### src/rtl/rs_issue_arbiter.sv
// rs_issue_arbiter: round-robin pick among reservation stations into a 2-entry issue buffer feeding one FU
module rs_issue_arbiter #(
    parameter int NUM_REQ = 2,
    parameter int DATA_W = 64,
    parameter int ROB_IDX_W = 4,
    parameter int OP_W = 4
) (
    input  logic                           in_clk,
    input  logic                           in_rst,
    input  logic                           in_rob_is_mispred,
    input  logic [NUM_REQ-1:0]             in_req_valid,
    input  logic [NUM_REQ*DATA_W-1:0]      in_req_val_a,
    input  logic [NUM_REQ*DATA_W-1:0]      in_req_val_b,
    input  logic [NUM_REQ*ROB_IDX_W-1:0]   in_req_dst_rob_index,
    input  logic [NUM_REQ*OP_W-1:0]        in_req_op,
    input  logic [NUM_REQ-1:0]             in_req_set_nzcv,
    input  logic [NUM_REQ*4-1:0]           in_req_nzcv,
    output logic [NUM_REQ-1:0]             out_req_grant,
    input  logic                           in_fu_ready,
    output logic                           out_fu_valid,
    output logic [DATA_W-1:0]              out_fu_val_a,
    output logic [DATA_W-1:0]              out_fu_val_b,
    output logic [ROB_IDX_W-1:0]           out_fu_dst_rob_index,
    output logic [OP_W-1:0]                out_fu_op,
    output logic                           out_fu_set_nzcv,
    output logic [3:0]                     out_fu_nzcv,
    output logic [1:0]                     out_occupancy,
    output logic [15:0]                    out_issue_count
);
    localparam int PTR_W = $clog2(NUM_REQ);
    localparam int PW = 2*DATA_W + ROB_IDX_W + OP_W + 5;
    logic [1:0]       occ;
    logic             head;
    logic [PTR_W-1:0] rr_ptr, rr_next, gnt_idx, scan_idx;
    logic [PTR_W:0]   scan;
    logic             found, can_accept, push, pop;
    logic [PW-1:0]    slot [2];
    logic [PW-1:0]    in_pl, head_pl;
    logic [15:0]      cnt;
    always_comb begin
        gnt_idx = '0;
        found = 1'b0;
        scan = '0;
        scan_idx = '0;
        for (int k = 0; k < NUM_REQ; k++) begin
            scan = {1'b0, rr_ptr} + (PTR_W+1)'(k);
            scan_idx = (scan >= (PTR_W+1)'(NUM_REQ)) ? PTR_W'(scan - (PTR_W+1)'(NUM_REQ)) : scan[PTR_W-1:0];
            if (!found && in_req_valid[scan_idx]) begin
                gnt_idx = scan_idx;
                found = 1'b1;
            end
        end
    end
    assign can_accept = (occ != 2'd2) && !in_rob_is_mispred && !in_rst;
    assign push = can_accept && found;
    assign out_req_grant = push ? (NUM_REQ'(1) << gnt_idx) : '0;
    assign rr_next = (gnt_idx == PTR_W'(NUM_REQ-1)) ? '0 : gnt_idx + 1'b1;
    assign out_fu_valid = (occ != 2'd0);
    assign pop = out_fu_valid && in_fu_ready && !in_rob_is_mispred;
    assign in_pl = {in_req_val_a[gnt_idx*DATA_W +: DATA_W],
                    in_req_val_b[gnt_idx*DATA_W +: DATA_W],
                    in_req_dst_rob_index[gnt_idx*ROB_IDX_W +: ROB_IDX_W],
                    in_req_op[gnt_idx*OP_W +: OP_W],
                    in_req_set_nzcv[gnt_idx],
                    in_req_nzcv[gnt_idx*4 +: 4]};
    assign head_pl = out_fu_valid ? slot[head] : '0;
    assign {out_fu_val_a, out_fu_val_b, out_fu_dst_rob_index, out_fu_op, out_fu_set_nzcv, out_fu_nzcv} = head_pl;
    assign out_occupancy = occ;
    assign out_issue_count = cnt;
    always_ff @(posedge in_clk) begin
        if (in_rst) begin
            occ <= '0;
            head <= 1'b0;
            rr_ptr <= '0;
            cnt <= '0;
        end else if (in_rob_is_mispred) begin
            occ <= '0;
            head <= 1'b0;
            rr_ptr <= '0;
        end else begin
            if (push) begin
                slot[head ^ occ[0]] <= in_pl;
                rr_ptr <= rr_next;
            end
            if (pop) begin
                head <= ~head;
                cnt <= cnt + 16'd1;
            end
            occ <= occ + 2'(push) - 2'(pop);
        end
    end
endmodule
### config.mk
export PLATFORM = sky130hd
export DESIGN_NAME = rs_issue_arbiter
export DESIGN_NICKNAME = d
export VERILOG_FILES = /design/src/rtl/rs_issue_arbiter.sv
export SDC_FILE = /design/constraint.sdc
export NUM_CORES = 1
export LEC_CHECK = 0
export CAP_MARGIN = 20
export CORE_AREA = 2 2 149 223
export DETAILED_ROUTE_END_ITERATION = 10
export DIE_AREA = 0 0 151 225
export GPL_TIMING_DRIVEN = 0
export PLACE_DENSITY = 0.77
export SETUP_SLACK_MARGIN = 0.3
export SLEW_MARGIN = 20
export SYNTH_ARGS = -nofsm -noshare
export SYNTH_HDL_FRONTEND = slang
export SYNTH_SLANG_ARGS = --single-unit
### constraint.sdc
create_clock -name in_clk -period 8.5 [get_ports in_clk]
set_clock_uncertainty 0.2 [all_clocks]
set_input_delay 1.275 -clock in_clk [delete_from_list [all_inputs] [get_ports in_clk]]
set_output_delay 1.275 -clock in_clk [all_outputs]
set_load 0.02 [all_outputs]
After elaboration in Yosys (flattened, before gate mapping)
Memory sizes are Yosys's and may differ from the RTL's. A register that Yosys moved wholly into a read port is not among the register bits.
Index checks and enable logic that the tools add are counted.
Storage, ports and cells
  output and inout port bits: 162
  memories: 1
  flip-flop bits (word level): 20
  input bits: 288
  RAM bits: 282
  logic and storage cells: 60
Operators by class
  $lt $le $gt $ge: 5
  reductions and logical operators: 12
  shift operators: 6
  add/sub/neg operators: 7
  bitwise operators: 3
  multiplexer cells: 21
  equal/unequal tests: 1
Memories
  slot: words 2, width 141, rd ports 1, clocked after memory_dff 1, wr ports 1, line 37  | logic [PW-1:0] slot [2];
Operator list (number)
  128-bit by 8-bit variable part select with 64-bit output: 2
  141-bit 2-to-1 mux: 1
  8-bit by 4-bit variable part select with 4-bit output: 3
  1-bit 2-to-1 mux: 19
  16-bit by 1-bit adder with 16-bit output, second input constant: 1
  1-bit logical AND: 6
  1-bit by 2-bit < comparator with 1-bit output, second input constant: 3
  1-bit zero test: 3
  1-bit by 1-bit adder with 2-bit output, second input constant: 1
  2-bit by 1-bit adder with 2-bit output: 1
  1-bit by 2-bit greater-or-equal comparator with 1-bit output, second input constant: 1
  2-bit greater-or-equal comparator, second input constant: 1
  2-bit 2-to-1 mux: 1
  2-bit inequality test, second input constant: 1
  1-bit inverter: 2
  2-bit AND reduction: 1
  2-bit nonzero test: 1
  2-bit OR reduction: 1
  1-bit by 1-bit left shift with 2-bit output, first input constant: 1
  1-bit subtractor, second input constant: 2
  2-bit by 1-bit subtractor with 2-bit output: 1
  1-bit adder, second input constant: 1
  1-bit bitwise XOR: 1

Logic depth before layout (Yosys ltp)
Gate-level depths: netlist of run 1.
  depth after elaboration: 13
  depth in mapped cells: 9
  mapped depth without buffers: 7

Least setup slack after synthesis of run 1
OpenSTA, ideal clock, no wires.
  kind: input-to-reg
  start: input port in_rst
  end: memory slot[0][0] (netlist bit), enable pin
  setup time: 0.657 ns
  slack: -0.628 ns
  required time: 7.643 ns
  arrival: 8.271 ns
  path buffers: 2
  stages: 5
  cell sequence: buf_2 > or2_1 > clkbuf_1 > a211o_1 > nor2b_1
On the way
  word-level cells in the longest chain between the ends: 7
RTL lines
  start: declaration: line 9  | input logic in_rst,
  1-bit zero test: line 54  | assign can_accept = (occ != 2'd2) && !in_rob_is_mispred && !in_rst;
  1-bit logical AND: line 54
  1-bit logical AND: line 55  | assign push = can_accept && found;
  1-bit 2-to-1 mux: line 81  | if (push) begin
  1-bit 2-to-1 mux: line 76  | end else if (in_rob_is_mispred) begin
  1-bit 2-to-1 mux (*): line 71  | if (in_rst) begin
  1-bit 2-to-1 mux (implied by the code) (*): line 82  | slot[head ^ occ[0]] <= in_pl;
  end: declaration: line 37
Mark *: on every way between the ends. The rest lies on a longest branch, timed or not.

Worst setup path in the final report of run 1
  start: input port in_req_valid[0]
  end: output port out_req_grant[0]
On the way
  word-level cells in the longest chain between the ends: 8
  elaborated cells on any way between the ends: 13
  those cells by class: 1 x shift; 9 x mux; 3 x reduce/logical
RTL lines
  start: declaration: line 11  | input logic [NUM_REQ-1:0] in_req_valid,
  1-bit 2-to-1 mux (implied by the code) (2 in series): line 48  | if (!found && in_req_valid[scan_idx]) begin
  1-bit 2-to-1 mux: line 48
  1-bit zero test: line 48
  1-bit logical AND: line 48
  1-bit 2-to-1 mux: line 48
  1-bit by 1-bit left shift with 2-bit output / 1-bit logical AND (equally long branches): line 56, 55
  2-bit 2-to-1 mux (*): line 56  | assign out_req_grant = push ? (NUM_REQ'(1) << gnt_idx) : '0;
  end: declaration: line 18  | output logic [NUM_REQ-1:0] out_req_grant,
Mark *: on every way between the ends. The rest lies on a longest branch, timed or not. The select of a mux whose other input is x is not followed.

==> qor.tcl, run 1 <==
set qor(run_status) {finished clean}
set qor(cts_hold_buf) 0
set qor(drt_first_pass_iters) 4
set qor(postSynth.asyncResetShare_pct) 0
set qor(top_level_ports) 450
set qor(synth_largest_area_cell) {edfxtp_1}
set qor(placementRows) 80
set qor(min_path_cells) 2
set qor(postLayoutCellArea_mm2) 0.0194
set qor(drtIter0Drc) 420
set qor(post_synth.cell_area_avg_um2) 15.3
set qor(met3_length_um) 1940
set qor(nets) 1652
set qor(peakVddDrop_mv) 0.179
set qor(post_synth_main_area_contributors) {edfxtp_1 64%, mux2_2 12%, mux2i_1 11%}
set qor(post_route_cells_drive_above_1_share_pct) 17.5
set qor(synth.top_cell.area_share_pct) 63.7
set qor(share_seq_of_total_power_pct) 51.2
set qor(initial_utilization_pct) 41.7
set qor(cts_tree) {yes}
set qor(startpoint) {in_req_valid[0]}
set qor(critical_path.max_fanout) 10
set qor(via_count_of_the_first_global_routing_pass) 9311
set qor(final.setup.tns_ns) 0
set qor(clk_transition_reported_paths_ns) 0.06
set qor(power.switching_mw) 0.714
set qor(min-delay-path-class) {reg -> reg}
set qor(placement.cell_area_mm2) 0.0186
set qor(total_power_mw) 3.31
set qor(layout_worst_path_cycle_share_pct) 64.6
set qor(yosys-top-cells-count) {282 x edfxtp_1, 155 x nor2_1, 141 x mux2_2, 141 x mux2i_1, 39 x buf_2}
set qor(most_common_cell_in_the_netlist) {edfxtp_1}
set qor(global_placer_s_final_weighted_congestion) 0.794
set qor(cap_viol_max_count) 0
set qor(yosys.cell_types.count) 36
set qor(postRouteWirelength_um) 38100
set qor(final.min_clock_period_ns) 5.49
set qor(clockRootBuffer) {clkbuf_16}
set qor(crit_path_end_kind) {primary output}
set qor(synthesized_area_mm2) 0.0133
set qor(setup.worst_path.start_class) {input pin}
set qor(post-route-drc-count) 0
set qor(first_pass_grt_wire_length_um) 55000
set qor(die_area_mm2) 0.0340
set qor(r2r_setup_slack_ns) 5.77
set qor(synth.ff_latch_count) 303
set qor(max_freq_mhz) 182
set qor(leading_register_cell_type_out_of_synthesis) {edfxtp_1}
set qor(met1Wirelength_um) 14100
set qor(report.final.hold_viol_count) 0
set qor(floorplan.core_area_mm2) 0.0318
set qor(total_number_of_h_tree_levels) 1
set qor(worst_pin_slew_ns) 0.678
set qor(grt_overflow) 0
set qor(post-cts-setup-buffer-count) 0
set qor(synthesis.nets) 1161
set qor(number_of_sinks_handled_by_clock_tree_synthesis) 303
set qor(maxSlewHeadroom_pct) 54.8
set qor(syn_inst_count) 871
set qor(grt_util_all_layers_pct) 21.8
set qor(reg2reg_depth) 6
set qor(port_buffers) 448
set qor(avgViaCountPerCell) 5.01
set qor(synth_enable_flop_cells) 282
set qor(top_layer_used) {met4}
set qor(synth_warnings) 0
set qor(grt_start_max_net_pins) 27
set qor(hold_path_end) {out_issue_count[14]$_SDFFE_PP0P_}
set qor(combPwrFrac_pct) 12.3
set qor(timing_max_transition_violations_final) 0
set qor(detail_route.wl_per_cell_um) 21.3
set qor(power_frac_clock_pct) 36.6
set qor(cell_internal_pwr_mw) 2.60
set qor(setup.worst_path.class) {in -> out}
set qor(postRouteAntennaNets) 0
set qor(worst_ep_arrival_time_ns) 4.01
set qor(regToRegStartpoint) {out_occupancy[0]$_SDFF_PP0_}
set qor(clock_latency_ns) 0.56
set qor(seq_area_frac_synth_pct) 66.9
set qor(grt_setup_unrepaired) {false}
set qor(cts_made_buffers) 29
set qor(clockBufferDepth) 3
set qor(power.switching_fraction_pct) 21.5
set qor(floorplan.die.width_um) 151
set qor(cell_area_power_density_mw_per_mm2) 170
set qor(worst_r2r_endpoint) {slot[1][114]$_DFFE_PP_}
set qor(fp.dieH_um) 225
set qor(cts.repair.resized) 0
set qor(hold_path_startpoint) {out_issue_count[14]$_SDFFE_PP0P_}
set qor(antenna_violations_before_repair) 1
set qor(setup_viol_count_final) 0
set qor(dp_hpwl_um) 28800
set qor(met2WireLength_um) 21200
set qor(vias) 8969
set qor(area_growth_syn_to_layout_pct) 46.4
set qor(timing.critical_path.required_ns) 7.03
set qor(power_leakage_nw) 6.36
## cells in the final DEF (no fill, tap or decap), types with 7 or more instances in the layout
cell,instances
dfxtp_1,21
nor2_1,154
a21oi_1,10
clkdlybuf4s50_1,448
buf_2,39
nand2_1,7
mux2i_1,141
clkbuf_1,17
edfxtp_1,282
mux2_2,141
clkbuf_16,29
## worst max path at each step
stage	end	slack [ns]	cells after the start
2_1_floorplan	slot[1][0]$_DFFE_PP_	2.07	5
4_1_cts	out_req_grant[0]	2.89	7
5_1_grt	out_req_grant[0]	2.86	7
3_3_place_gp	slot[1][118]$_DFFE_PP_	-0.37	5
6_report	out_req_grant[0]	3.01	7
3_5_place_dp	out_req_grant[0]	2.92	7
## metal layers
| layer | track usage (%) | vias to the layer above |
|---|---|---|
| li1 | - | 4223 |
| met5 | 0 | - |
| met4 | 5.79 | 0 |
| met2 | 41.7 | 275 |
| met3 | 3.40 | 46 |
| met1 | 24.9 | 4425 |
## flip-flops by register name, indices dropped and copies added (netlist names), named ones only
name and flops:
out_occupancy 2, head 1, out_issue_count 16, rr_ptr 1, slot 282
## cell type report
type                            count  area [um2]
Sequential cell                   303        8890
Inverter                            4        22.5
Buffer                             50         244
Fill cell                        2473       12400
Clock inverter                     13         120
Tap cell                          410         513
Timing Repair Buffer              460        4760
Multi-Input combinational cell    514        4150
Clock buffer                       36         752
Antenna cell                        1        2.50
## power groups by stage
stage          registers, mW  logic [mW]  clock network (mW)
4_1_cts                 1.70       0.412                1.24
5_1_grt                 1.70       0.432                1.30
2_1_floorplan           1.73       0.164                   0
6_report                1.70       0.406                1.21
3_3_place_gp            1.73       0.389                   0
3_5_place_dp            1.73       0.409                   0
## critical path, stage by stage
cell	delay (ns)
clkdlybuf4s50_1	0.48
inv_1	0.05
o21ai_2	0.44
buf_2	0.40
buf_2	0.47
nor2b_1	0.20
clkdlybuf4s50_1	0.66
## through the flow
step	instances	hold WS [ns]	utilization (%)	setup WS, ns
after global routing	1791	0.323	61.1	2.86
after CTS	1790	0.293	61.1	2.89
final	1791	0.290	61.1	3.01
after detailed placement	1741	0.285	58.3	2.92
after global placement	1729	0.260	57.5	-0.368
after floorplan	871	0.290	-	2.07
## cells by family (layout without fill, tap and decap cells)
| family | Yosys count | in the layout | share of synthesized area (%) |
|---|---|---|---|
| multiplexers | 282 | 282 | 22.6 |
| AND/OR/NAND/NOR | 199 | 199 | 6.72 |
| buffers and inverters | 54 | 563 | 2.01 |
| other | 0 | 1 | 0 |
| AO/OA/AOI/OAI | 20 | 20 | 0.885 |
| flip-flops | 303 | 303 | 66.9 |
| XOR/XNOR | 11 | 11 | 0.725 |
| adder cells (fa/ha/maj) | 2 | 2 | 0.188 |
No activity file was read; power rests on OpenSTA's default activity.
==> inputs of run 2 (changes only) <==
--- a/config.mk
+++ b/config.mk
@@ -6,11 +6,11 @@
 export NUM_CORES = 1
 export LEC_CHECK = 0
 export CAP_MARGIN = 20
-export CORE_AREA = 2 2 149 223
+export CORE_AREA = 2 2 173 175
 export DETAILED_ROUTE_END_ITERATION = 10
-export DIE_AREA = 0 0 151 225
+export DIE_AREA = 0 0 175 177
 export GPL_TIMING_DRIVEN = 0
-export PLACE_DENSITY = 0.77
+export PLACE_DENSITY = 0.8
 export SETUP_SLACK_MARGIN = 0.3
 export SLEW_MARGIN = 20
 export SYNTH_ARGS = -nofsm -noshare
==> constraint.sdc (replaced) <==
create_clock -name in_clk -period 5.3 [get_ports in_clk]
set_clock_uncertainty 0.2 [all_clocks]
set_input_delay 0.795 -clock in_clk [delete_from_list [all_inputs] [get_ports in_clk]]
set_output_delay 0.795 -clock in_clk [all_outputs]
set_load 0.02 [all_outputs]
==> run 2 against run 1 <==
  * Final area up 0.83%
  * Total power up 69%
  * First-iteration DRC count up 25%
  * Combinational power up 61%
  * Core utilization up 6.0 points
  * Via count up 0.70%
  * Hold slack worse by 0.0036 ns
  * Sequential power up 60%
  * Non-clock buffer count unchanged
  * Die area down 8.8%
  * Sequential cell count unchanged
  * Largest cell class unchanged
==> qor.tcl, run 2 (same netlist as run 1, synthesis figures left out) <==
set qor(cts_made_buffers) 31 ;# +6.9%
set qor(vias) 9032 ;# +0.70%
set qor(gr-usage-met1_pct) 26.2 ;# +1.3 points
set qor(post-cts-setup-buffer-count) 0 ;# unchanged
set qor(peakVddDrop_mv) 0.257 ;# +43%
set qor(placementRows) 63 ;# -21%
set qor(min_path_cells) 2 ;# unchanged
set qor(grt_util_all_layers_pct) 23.0 ;# +1.3 points
set qor(report.final.hold_viol_count) 0 ;# unchanged
set qor(clockRootBuffer) {clkbuf_16}
set qor(first_pass_grt_wire_length_um) 53400 ;# -2.9%
set qor(multi_input_area_mm2) 0.00415 ;# unchanged
set qor(maxSlewHeadroom_pct) 48.9 ;# -5.9 points
set qor(avgViaCountPerCell) 5.08 ;# +1.4%
set qor(crit_slowest_cell) {clkdlybuf4s50_1}
set qor(final.min_clock_period_ns) 4.33
set qor(worst_path_cell_trace) {clkdlybuf4s50_1, inv_1, o21ai_2, buf_2, buf_2, nor2b_1, clkdlybuf4s50_1}
set qor(postRouteAntennaNets) 0 ;# unchanged
set qor(via_count_of_the_first_global_routing_pass) 9223 ;# -0.95%
set qor(worstSetupPathDepth) 7 ;# unchanged
set qor(fp.dieH_um) 177 ;# -21%
set qor(reg2reg_depth) 6 ;# unchanged
set qor(min-delay-path-class) {reg -> reg}
set qor(diodes) 0 ;# -1
set qor(worst_pin_slew_ns) 0.766 ;# +0.0886 ns
set qor(post_route_cells_drive_above_1_share_pct) 18.2 ;# +0.69 points
set qor(floorplan.die.width_um) 175 ;# +16%
set qor(path_delay_family) {buffers and inverters}
set qor(setup.worst_path.start_class) {input pin}
set qor(max_freq_mhz) 231
set qor(number_of_sinks_handled_by_clock_tree_synthesis) 303 ;# unchanged
set qor(timing.critical_path.required_ns) 4.30 ;# -2.73 ns
set qor(clockBufferDepth) 3 ;# unchanged
set qor(path_buf_inv) 5 ;# unchanged
set qor(initial_utilization_pct) 45.4 ;# +3.7 points
set qor(setup_viol_count_final) 0 ;# unchanged
set qor(power_leakage_nw) 6.46 ;# +1.4%
set qor(critical_path.max_fanout) 10 ;# unchanged
set qor(port_buffers) 448 ;# unchanged
set qor(seqCellArea_mm2) 0.00889 ;# unchanged
set qor(postLayoutCellArea_mm2) 0.0196 ;# +0.83%
set qor(largest_register_ffs) 282 ;# unchanged
set qor(setup.worst_path.class) {in -> out}
set qor(drt_first_pass_iters) 5 ;# +1
set qor(final.hold.worst_slack_ns) 0.287 ;# -0.00357 ns
set qor(floorplan.core_area_mm2) 0.0292 ;# -8.1%
set qor(cts.repair.resized) 0 ;# unchanged
set qor(cts_tree) {yes}
set qor(finish.utilization_pct) 67.0 ;# +6.0 points
set qor(fillerInstances) 2060 ;# -17%
set qor(global_route.usage.met2_pct) 42.5 ;# +0.79 points
set qor(grt.met3_usage_pct) 5.80 ;# +2.4 points
set qor(post-route-drc-count) 0 ;# unchanged
set qor(clk_transition_reported_paths_ns) 0.06 ;# about the same
set qor(final.setup.tns_ns) 0 ;# unchanged
set qor(nets) 1654 ;# +0.12%
set qor(layout_worst_path_cycle_share_pct) 81.6
set qor(top_level_ports) 450 ;# unchanged
set qor(cts_hold_buf) 0 ;# unchanged
set qor(run_status) {finished clean}
set qor(layout_commonest_cell) {clkdlybuf4s50_1}
set qor(grt_overflow) 0 ;# unchanged
set qor(clock_latency_ns) 0.54 ;# -0.02 ns
set qor(total_number_of_h_tree_levels) 1 ;# unchanged
set qor(grt.busiest_layer) {met2}
set qor(final_cell_mix) {448 x clkdlybuf4s50_1, 282 x edfxtp_1, 154 x nor2_1, 141 x mux2_2, 141 x mux2i_1}
set qor(worst_path_largest_cell_delay_ns) 0.64 ;# -0.02 ns
set qor(detail_route.wl_per_cell_um) 20.9 ;# -1.9%
set qor(grt_start_max_net_pins) 27 ;# unchanged
set qor(total_power_mw) 5.61 ;# +69%
set qor(global_placer_s_final_weighted_congestion) 0.811 ;# +2.2%
set qor(postRouteWirelength_um) 37100 ;# -2.6%
set qor(cell_area_power_density_mw_per_mm2) 286 ;# +68%
set qor(drtIter0Drc) 526 ;# +25%
set qor(cap_viol_max_count) 0 ;# unchanged
set qor(antenna_violations_before_repair) 0 ;# -1
set qor(placement.cell_area_mm2) 0.0186 ;# about the same
set qor(grt_setup_unrepaired) {false}
set qor(worst_ep_arrival_time_ns) 3.33 ;# -0.68 ns
set qor(area_growth_syn_to_layout_pct) 47.6
set qor(timing_max_transition_violations_final) 0 ;# unchanged
set qor(dp_hpwl_um) 27400 ;# -4.8%
set qor(crit_path_end_kind) {primary output}
set qor(die_area_mm2) 0.0310 ;# -8.8%
[run 2: changes by cell type in the layout (fill, tap and decap cells not counted), moves of 2 or more]
cell       change
clkbuf_1       -4
bufinv_16      +4
clkinv_2       +5
clkbuf_16      +2
[run 2: layout make-up]
class	count	share of cell area (%)
buffer	50	1.24
clock buffer	34	4.01
clock inverter	23	1.33
inverter	4	0.115
multi-input combinational	514	21.1
sequential	303	45.3
tap	390	2.49
timing repair buffer	460	24.3
[run 2: path summary, 6_finish.rpt]
kind                                     from                                to  slack [ns]
max                           in_req_valid[0]                  out_req_grant[0]        0.97
min          out_issue_count[15]$_SDFFE_PP0P_  out_issue_count[15]$_SDFFE_PP0P_        0.29
max reg2reg       out_occupancy[0]$_SDFF_PP0_            slot[1][121]$_DFFE_PP_        2.67
min reg2reg  out_issue_count[15]$_SDFFE_PP0P_  out_issue_count[15]$_SDFFE_PP0P_        0.29
[run 2: per-stage QoR]
step / cells / worst slack, ns
CTS: 1778 / 0.920
floorplan: 871 / -0.652
global placement: 1709 / -3.13
global route: 1778 / 0.835
detailed placement: 1721 / 0.935
finish: 1778 / 0.975
[run 2: power breakdown]
| group | internal [mW] | total [mW] | leakage [nW] | switching, mW |
|---|---|---|---|---|
| Sequential | 2.70 | 2.72 | 2.74 | 0.0151 |
| Combinational | 0.370 | 0.654 | 3.20 | 0.284 |
| Clock | 1.35 | 2.23 | 0.509 | 0.879 |
[run 2: metal layers]
| layer | vias to the layer above | wire (um) |
|---|---|---|
| li1 | 4237 | - |
| met2 | 361 | 19400 |
| met1 | 4375 | 13900 |
| met5 | - | 0 |
| met4 | 0 | 1130 |
| met3 | 59 | 2690 |
[run 2: worst register-to-register path, delay by kind of cell, from the launching register on]
kind | cells | cell delay, ns
buf+inv | 4 | 0.74
simple gates | 1 | 0.51
compound gates | 1 | 0.44
flops | 1 | 0.42
==> inputs of run 3 (changes only) <==
--- a/config.mk
+++ b/config.mk
@@ -6,11 +6,11 @@
 export NUM_CORES = 1
 export LEC_CHECK = 0
 export CAP_MARGIN = 20
-export CORE_AREA = 2 2 173 175
+export CORE_AREA = 2 2 149 223
 export DETAILED_ROUTE_END_ITERATION = 10
-export DIE_AREA = 0 0 175 177
+export DIE_AREA = 0 0 151 225
 export GPL_TIMING_DRIVEN = 0
-export PLACE_DENSITY = 0.8
+export PLACE_DENSITY = 0.77
 export SETUP_SLACK_MARGIN = 0.3
 export SLEW_MARGIN = 20
 export SYNTH_ARGS = -nofsm -noshare
==> constraint.sdc (replaced) <==
create_clock -name in_clk -period 3.8 [get_ports in_clk]
set_clock_uncertainty 0.2 [all_clocks]
set_input_delay 0.57 -clock in_clk [delete_from_list [all_inputs] [get_ports in_clk]]
set_output_delay 0.57 -clock in_clk [all_outputs]
set_load 0.02 [all_outputs]
==> run 3 against run 2 <==
  * Via count about the same
  * Die area increased by 9.7%
  * Register-to-register slack got worse by 1.6 ns
  * Critical path depth unchanged
  * Non-clock buffer count increased by 5
  * Clock power increased by 35%
  * Sequential power increased by 39%
  * Worst setup slack got worse by 0.56 ns
  * Critical path type unchanged
==> qor.tcl, run 3 (same netlist as run 1, synthesis figures left out) <==
set qor(port_buffers) 448 ;# unchanged
set qor(grt_util_all_layers_pct) 22.5 ;# -0.53 points
set qor(path_delay_family) {buffers and inverters}
set qor(critical_path.max_fanout) 10 ;# unchanged
set qor(final.setup.tns_ns) 0 ;# unchanged
set qor(placement.cell_area_mm2) 0.0186 ;# +0.16%
set qor(clk_transition_reported_paths_ns) 0.06 ;# about the same
set qor(met2WireLength_um) 20900 ;# +7.7%
set qor(power_leakage_nw) 6.46 ;# about the same
set qor(clock_latency_ns) 0.55 ;# about the same
set qor(met3_length_um) 2370 ;# -12%
set qor(setup.worst_path.class) {in -> out}
set qor(final_cells) 1801 ;# +1.3%
set qor(cell_area_power_density_mw_per_mm2) 392 ;# +37%
set qor(vias) 9034 ;# +0.022%
set qor(crit_slowest_cell) {clkdlybuf4s50_1}
set qor(met1Wirelength_um) 14400 ;# +3.6%
set qor(diodes) 0 ;# unchanged
set qor(top_level_ports) 450 ;# unchanged
set qor(fp.dieH_um) 225 ;# +27%
set qor(postLayoutSetupSlackWorst_ns) 0.410 ;# -0.565 ns
set qor(setup.worst_path.start_class) {input pin}
set qor(detail_route.wl_per_cell_um) 21.8 ;# +4.3%
set qor(final.min_clock_period_ns) 3.39
set qor(power.switching_mw) 1.66 ;# +40%
set qor(area_growth_syn_to_layout_pct) 48.1
set qor(min-delay-path-class) {in -> reg}
set qor(largest_register_ffs) 282 ;# unchanged
set qor(post-route-drc-count) 0 ;# unchanged
set qor(placementRows) 80 ;# +27%
set qor(report.final.hold_viol_count) 0 ;# unchanged
set qor(worst_pin_slew_ns) 0.729 ;# -0.0374 ns
set qor(layout_commonest_cell) {clkdlybuf4s50_1}
set qor(first_pass_grt_wire_length_um) 56200 ;# +5.2%
set qor(timing.critical_path.required_ns) 3.03 ;# -1.27 ns
set qor(crit_path_end_kind) {primary output}
set qor(die_area_mm2) 0.0340 ;# +9.7%
set qor(timing_max_transition_violations_final) 0 ;# unchanged
set qor(number_of_sinks_handled_by_clock_tree_synthesis) 303 ;# unchanged
set qor(nets) 1658 ;# +0.24%
set qor(cap_viol_max_count) 0 ;# unchanged
set qor(worst_path_largest_cell_delay_ns) 0.62 ;# -0.02 ns
set qor(combPwrFrac_pct) 12.0 ;# +0.3 points
set qor(postLayoutCellArea_mm2) 0.0197 ;# +0.36%
set qor(global_placer_s_final_weighted_congestion) 0.820 ;# +1.2%
set qor(postRouteWirelength_um) 39200 ;# +5.6%
set qor(worst_ep_arrival_time_ns) 2.62 ;# -0.71 ns
set qor(antenna_violations_before_repair) 1 ;# +1
set qor(final.hold.worst_slack_ns) 0.246 ;# -0.0405 ns
set qor(worst_path_cell_trace) {clkdlybuf4s50_1, inv_1, o21ai_4, buf_6, buf_6, nor2b_1, clkdlybuf4s50_1}
set qor(final_cell_mix) {448 x clkdlybuf4s50_1, 282 x edfxtp_1, 154 x nor2_1, 141 x mux2_2, 141 x mux2i_1}
set qor(maxSlewHeadroom_pct) 51.3 ;# +2.4 points
set qor(run_status) {finished clean}
set qor(dp_hpwl_um) 29500 ;# +7.5%
set qor(grt_start_max_net_pins) 27 ;# unchanged
set qor(initial_utilization_pct) 41.7 ;# -3.7 points
set qor(total_power_mw) 7.72 ;# +38%
set qor(dp_slack_ns) -0.150 ;# -1.09 ns
set qor(power_frac_clock_pct) 38.8 ;# -1.0 points
set qor(grt_setup_unrepaired) {true}
set qor(clockBufferDepth) 3 ;# unchanged
set qor(fillerInstances) 2458 ;# +19%
set qor(clockRootBuffer) {clkbuf_16}
set qor(via_count_of_the_first_global_routing_pass) 9363 ;# +1.5%
set qor(max_freq_mhz) 295
set qor(drt_first_pass_iters) 4 ;# -1
set qor(cts_tree) {yes}
set qor(peakVddDrop_mv) 0.325 ;# +27%
set qor(floorplan.die.width_um) 151 ;# -14%
set qor(drtIter0Drc) 367 ;# -30%
set qor(cts_made_buffers) 30 ;# -3.2%
set qor(layout_worst_path_cycle_share_pct) 89.2
set qor(cell_internal_pwr_mw) 6.06 ;# +37%
set qor(setup_viol_count_final) 0 ;# unchanged
set qor(path_buf_inv) 5 ;# unchanged
set qor(finish.utilization_pct) 61.8 ;# -5.2 points
set qor(postRouteAntennaNets) 0 ;# unchanged
set qor(post_route_cells_drive_above_1_share_pct) 18.5 ;# +0.32 points
set qor(total_number_of_h_tree_levels) 1 ;# unchanged
set qor(avgViaCountPerCell) 5.02 ;# -1.3%
set qor(share_seq_of_total_power_pct) 49.2 ;# +0.7 points
set qor(top_layer_used) {met5}
set qor(floorplan.core_area_mm2) 0.0318 ;# +8.8%
set qor(grt_overflow) 0 ;# unchanged
set qor(dp.cells) 1741 ;# +1.2%
set qor(power.switching_fraction_pct) 21.5 ;# +0.44 points
## run 3: cell types whose count changed in the layout (fill, tap and decap cells not counted), sizes merged
cell and delta:
buf +1, bufinv -2, clkbuf +6, clkinv -5, dlygate4sd3 +1, inv +2
## run 3: cell type report
cell class	count	area [um2]	area share, %
well taps	410	513	2.61
plain buffers	50	292	1.48
clock inverters	18	201	1.02
multi-input cells	514	4170	21.2
inverters	4	22.5	0.114
flip-flops and latches	303	8890	45.2
clock buffers	37	798	4.06
repair buffers	465	4790	24.4
## run 3: timing repair
action                                 CTS  global route
endpoints found under the hold margin    6             0
hold buffers                             1             0
setup buffers                            0             4
pin swaps                                0             2
resized for setup                       14             3
setup endpoints to repair              111            26
## run 3: worst min-delay path, stage by stage
cell and delay, ns:
buf_8 0.08, or2_1 0.08, clkbuf_2 0.18, nor2_1 0.05
## run 3: final timing paths
check                                         from                          endpoint  slack [ns]  cells after the start
setup / recovery                   in_req_valid[0]                  out_req_grant[0]        0.41                      7
setup reg to reg       out_occupancy[0]$_SDFF_PP0_            slot[0][110]$_DFFE_PP_        1.03                      6
hold reg to reg   out_issue_count[15]$_SDFFE_PP0P_  out_issue_count[15]$_SDFFE_PP0P_        0.30                      2
hold / removal                              in_rst       out_occupancy[0]$_SDFF_PP0_        0.25                      4
## run 3: power groups by stage
stage,Sequential (mW),Combinational [mW],Clock (mW)
after floorplan,3.86,0.369,0
after global placement,3.87,0.878,0
after detailed placement,3.86,0.922,0
after CTS,3.79,0.933,3.05
after global routing,3.80,0.983,3.18
final,3.79,0.927,3.00
## run 3: routing by layer
metal,up-vias,track usage (%)
met5,-,0
met4,2,8.32
met3,74,4.39
met2,334,41.6
met1,4377,25.4
li1,4247,-
